[config.mk]
export PLATFORM = sky130hd
export DESIGN_NAME = serial_injection_arbiter
export DESIGN_NICKNAME = d
export VERILOG_FILES = /design/src/rtl/serial_injection_arbiter.sv
export SDC_FILE = /design/constraint.sdc
export NUM_CORES = 1
export LEC_CHECK = 0
export CAP_MARGIN = 25
export CORE_ASPECT_RATIO = 2
export CORE_UTILIZATION = 45
export CTS_CLUSTER_SIZE = 14
export DETAILED_ROUTE_END_ITERATION = 8
export HOLD_SLACK_MARGIN = 0.02
export PLACE_DENSITY = 0.93
export RECOVER_POWER = 100
export SYNTH_ARGS = -nofsm -noshare
export SYNTH_HDL_FRONTEND = slang
export SYNTH_SLANG_ARGS = --single-unit
[constraint.sdc]
create_clock -name clk_i -period 3.5 [get_ports clk_i]
set_input_delay 0.35 -clock clk_i [delete_from_list [all_inputs] [get_ports clk_i]]
set_output_delay 0.35 -clock clk_i [all_outputs]
set_load 0.05 [all_outputs]
[src/rtl/serial_injection_arbiter.sv]
// Round-robin, burst-granular arbiter that funnels N_REQ serial frame sources into one router port.
// Define ARB_STATS_EN to build saturating per-source grant counters on stats_grants_o.
module serial_injection_arbiter #(
    parameter int N_REQ       = 4,
    parameter int FLIT_BITS   = 16,
    parameter int MAX_BURST   = 4,
    parameter int ARM_TIMEOUT = 16
) (
    input  logic                 clk_i,
    input  logic                 reset_i,
    input  logic [N_REQ-1:0]     req_i,
    input  logic [N_REQ-1:0]     req_data_i,
    output logic [N_REQ-1:0]     req_busy_o,
    output logic                 out_data_o,
    input  logic                 out_busy_i,
    output logic [N_REQ-1:0]     grant_o,
    output logic [16*N_REQ-1:0]  stats_grants_o
);

    localparam int PW = (N_REQ > 1) ? $clog2(N_REQ) : 1;
    localparam int BW = $clog2(FLIT_BITS + 1);
    localparam int CW = $clog2(MAX_BURST + 1);
    localparam int TW = $clog2(ARM_TIMEOUT + 1);

    localparam logic [BW-1:0] BIT_FULL   = BW'(FLIT_BITS);
    localparam logic [BW-1:0] BIT_ONE    = BW'(1);
    localparam logic [CW-1:0] BURST_LAST = CW'(MAX_BURST - 1);
    localparam logic [TW-1:0] TO_LAST    = TW'(ARM_TIMEOUT - 1);
    localparam logic [PW-1:0] PTR_RESET  = PW'(N_REQ - 1);

    typedef enum logic [1:0] {
        IDLE = 2'd0,
        ARM  = 2'd1,
        XFER = 2'd2
    } state_e;

    state_e        state_q, state_d;
    logic [PW-1:0] ptr_q, ptr_d;
    logic          out_data_q, out_data_d;
    logic [BW-1:0] bit_q, bit_d;
    logic [CW-1:0] burst_q, burst_d;
    logic [TW-1:0] timer_q, timer_d;

    logic [PW-1:0] cand;
    logic [PW-1:0] next_idx;
    logic          found;
    logic          g_req;
    logic          g_data;

    assign g_req      = req_i[ptr_q];
    assign g_data     = req_data_i[ptr_q];
    assign out_data_o = out_data_q;

    // Search starts one past the last owner and wraps, so the last owner has lowest priority.
    always_comb begin
        found    = 1'b0;
        next_idx = ptr_q;
        cand     = ptr_q;
        for (int k = 1; k <= N_REQ; k++) begin
            cand = PW'((int'(ptr_q) + k) % N_REQ);
            if (!found && req_i[cand]) begin
                found    = 1'b1;
                next_idx = cand;
            end
        end
    end

    always_comb begin
        state_d    = state_q;
        ptr_d      = ptr_q;
        out_data_d = 1'b0;
        bit_d      = bit_q;
        burst_d    = burst_q;
        timer_d    = timer_q;
        grant_o    = '0;
        req_busy_o = '1;
        case (state_q)
            IDLE: begin
                bit_d   = '0;
                burst_d = '0;
                timer_d = '0;
                if (found) begin
                    ptr_d   = next_idx;
                    state_d = ARM;
                end
            end
            ARM: begin
                grant_o[ptr_q]    = 1'b1;
                req_busy_o[ptr_q] = out_busy_i;
                out_data_d        = g_data;
                if (g_data) begin
                    state_d = XFER;
                    bit_d   = BIT_FULL;
                end else if (!g_req) begin
                    state_d = IDLE;
                end else if (timer_q == TO_LAST) begin
                    state_d = IDLE;
                end else begin
                    timer_d = timer_q + TW'(1);
                end
            end
            XFER: begin
                // A started frame always runs to completion; out_busy only gates the next start bit.
                grant_o[ptr_q] = 1'b1;
                out_data_d     = g_data;
                bit_d          = bit_q - BW'(1);
                if (bit_q == BIT_ONE) begin
                    if (burst_q == BURST_LAST || !g_req) begin
                        state_d = IDLE;
                        burst_d = '0;
                    end else begin
                        state_d = ARM;
                        burst_d = burst_q + CW'(1);
                        timer_d = '0;
                    end
                end
            end
            default: begin
                state_d = IDLE;
                bit_d   = '0;
                burst_d = '0;
                timer_d = '0;
            end
        endcase
    end

    always_ff @(posedge clk_i) begin
        if (reset_i) begin
            state_q    <= IDLE;
            ptr_q      <= PTR_RESET;
            out_data_q <= 1'b0;
            bit_q      <= '0;
            burst_q    <= '0;
            timer_q    <= '0;
        end else begin
            state_q    <= state_d;
            ptr_q      <= ptr_d;
            out_data_q <= out_data_d;
            bit_q      <= bit_d;
            burst_q    <= burst_d;
            timer_q    <= timer_d;
        end
    end

`ifdef ARB_STATS_EN
    logic [15:0] stats_q [N_REQ];

    // One count per IDLE->ARM grant, holding at all-ones instead of wrapping.
    always_ff @(posedge clk_i) begin
        if (reset_i) begin
            for (int i = 0; i < N_REQ; i++) begin
                stats_q[i] <= '0;
            end
        end else if (state_q == IDLE && found && stats_q[next_idx] != 16'hFFFF) begin
            stats_q[next_idx] <= stats_q[next_idx] + 16'd1;
        end
    end

    always_comb begin
        stats_grants_o = '0;
        for (int i = 0; i < N_REQ; i++) begin
            stats_grants_o[16*i +: 16] = stats_q[i];
        end
    end
`else
    assign stats_grants_o = '0;
`endif

endmodule

==> flow_summary.toml <==
[yosys]
synth_top_area_share_pct = 26.23
yosys.cell_types.count = 44
syn_area_per_cell_um2 = 8.214
yosysMostFrequentCell = "buf_4"
yosysWarnings = 0
synth_mux_area_share_pct = 7.992
yosys-top-cells-area = "buf_4 (26%), dfxtp_1 (20%), ha_1 (9.6%)"
dominantRegCellSynth = "dfxtp_1"
synth_seq_area_share_pct = 19.67
async_reset_ff_share_pct = 0
synth_top_family_by_area = "buffers and inverters"
synth_top_area_cell = "buf_4"
synth_edf_count = 0
synthAdderAreaFrac_pct = 9.563
syn_inst = 223
yosys.area_share.xor_xnor_pct = 0
ys_ff_latch = 18
synth_compound_area_share_pct = 11.82
syn_area_um2 = 1832
synth_common_cells = "buf_4 (64), dfxtp_1 (18), nand2_1 (16)"
synth-simple-area-share_pct = 19.95

[layout]
drive_above_1_share_pct = 5.439
fill_cells = 383
diodes = 0
area_growth_pct = 0.9561
fin_nets = 265

[cts]
cts.clk_slew.worst_paths_ns = 0.07
cts_hold_buf = 0
clockRootBuffer = "clkbuf_8"
postCtsSetupRepairBufs = 0
htree_levels = 1
cts_resized = 0
cts_tree = "yes"
clock_latency_ns = 0.26
cts.path.max_buffers = 2
cts.sinks = 18
cts_made_buffers = 3

[global_route]
overflow = 0
grt_pass1_wl_um = 5250
grt_util_all_layers_pct = 15.94
grt_max_degree = 23
antenna_found_initial = 0
grt_pass1_vias = 1284

[setup_path]
worst_setup_path_start_kind = "flop"
path_class = "flop to output pin"
worstSetupEndpointType = "output pin"
worstPathCellList = "inv_1 > ha_1 > nand2_1 > dlygate4sd3_1"
cp.arrival_ns = 2.29
crit_slowest_cell = "dlygate4sd3_1"
crit_fanout = 13
critPathRequiredTime_ns = 3.15
max_stage_delay_ns = 0.87

[place]
portBuffers = 19
dp_hpwl_um = 2502
gp_congestion = 0.7965
dp_slack_ns = 1.060

[routing]
vias_per_cell = 4.828
drc = 0
drtIter0Drc = 28
wirelength_um = 3110
wl_per_cell_um = 10.72
ant_nets = 0
vias = 1400
drt_pass1_iterations = 4

[sta]
rsz0062_at_grt = "false"
fin_crit_ns = 2.640
fin_skew_ns = 0.004420
finalCritPeriodShare_pct = 75.44
whs_ns = 0.4626
tns_ns = 0
setup_slack_ns = 0.8597
hold_viol_final = 0
drv_slew = 0
setup_viol = 0
slew_headroom_pct = 48.62
worstMarginPinSlew_ns = 0.7684
fmax_mhz = 378.7

[floorplan]
fp.dieH_um = 92.23
dieArea_um2 = 4345
start_util_pct = 47.16
ios = 84
fp.dieW_um = 47.12
rows = 32
coreArea_um2 = 3884

[worst_hold_path]
hold_class = "flop to flop"

[pwr]
irDropWorstVdd_mv = 0.3852
p_leak_nw = 0.8291
power_density_nw_per_um2 = 632.7

[run_status]
outcome = "finished, final reports clean"

[flow_run]
maxCapViolCount = 0
sequential cells by signal, summed over array words and instances (netlist names):
register    flops
out_data_o      1
bit_q           5
state_q         2
timer_q         5
burst_q         3
ptr_q           2
worst max-delay path: cells and delay by family (launching register included):
family / cells / cell delay (ns)
buf+inv: 2 / 1.04
flops: 1 / 0.68
fa+ha+maj: 1 / 0.26
simple gates: 1 / 0.05
logic make-up (layout without fill, tap and decap cells):
family / count (synthesis) / after routing
adders and majority gates: 14 / 14
AOI/OAI and AO/OA: 33 / 33
buffers and inverters: 82 / 35
DFF: 18 / 18
and+or+nand+nor: 66 / 66
muxes: 9 / 9
other: 1 / 64
final cells by class:
| type | count | area [um2] | share of cell area (%) |
|---|---|---|---|
| clock buffer | 4 | 55.05 | 2.977 |
| timing repair buffer | 19 | 190.2 | 10.28 |
| tap | 51 | 63.81 | 3.451 |
| inverter | 12 | 45.04 | 2.436 |
| sequential | 18 | 360.3 | 19.49 |
| multi-input combinational | 186 | 1135 | 61.37 |
through the flow:
stage                     area, um2  power, mW  utilization [%]  instances
final                          1849      1.170            47.62        290
after global routing           1849      1.245            47.62        290
after CTS                      1858      1.185            47.84        290
after detailed placement       1803      1.017            46.42        286
after global placement         1803     0.9945            46.42        286
after floorplan                2068     0.9433                -        286
power by group:
part | switching (mW) | leakage, nW | internal (mW)
Sequential | 0.0513 | 0.146 | 0.234
Combinational | 0.475 | 0.654 | 0.236
Clock | 0.0730 | 0.0288 | 0.100
Total | 0.599 | 0.829 | 0.571
layout by cell type, fill, tap and decap left out, types with 3 or more instances in the layout:
| cell | n |
|---|---|
| nor3_1 | 3 |
| mux2i_1 | 3 |
| clkbuf_8 | 4 |
| mux4_2 | 4 |
| clkdlybuf4s50_1 | 10 |
| o21ai_0 | 8 |
| nand2b_1 | 6 |
| nor2_1 | 11 |
| a21oi_1 | 12 |
| inv_1 | 12 |
| nand3_1 | 4 |
| dlygate4sd3_1 | 9 |
| ha_1 | 14 |
| conb_1 | 64 |
| nand2_1 | 16 |
| dfxtp_1 | 18 |
| and2_1 | 4 |
| nor2b_1 | 3 |
| or3_1 | 5 |
final timing paths:
kind,slack [ns],cells after the start,to,startpoint
max reg2reg,1.02,5,timer_q[4],ptr_q[0]
min,0.46,2,burst_q[2],burst_q[2]
max,0.86,4,req_busy_o[0],ptr_q[0]
min reg2reg,0.46,2,burst_q[2],burst_q[2]
per-layer routing:
layer  track usage, %  vias to the layer above  routed length [um]
li1                 -                      661                   -
met1            15.71                      660                1135
met2            29.05                       74                1739
met3            2.165                        5                 183
met4            8.571                        0                  51
met5                0                        -                   0
Power figures use the tool's default switching activity.
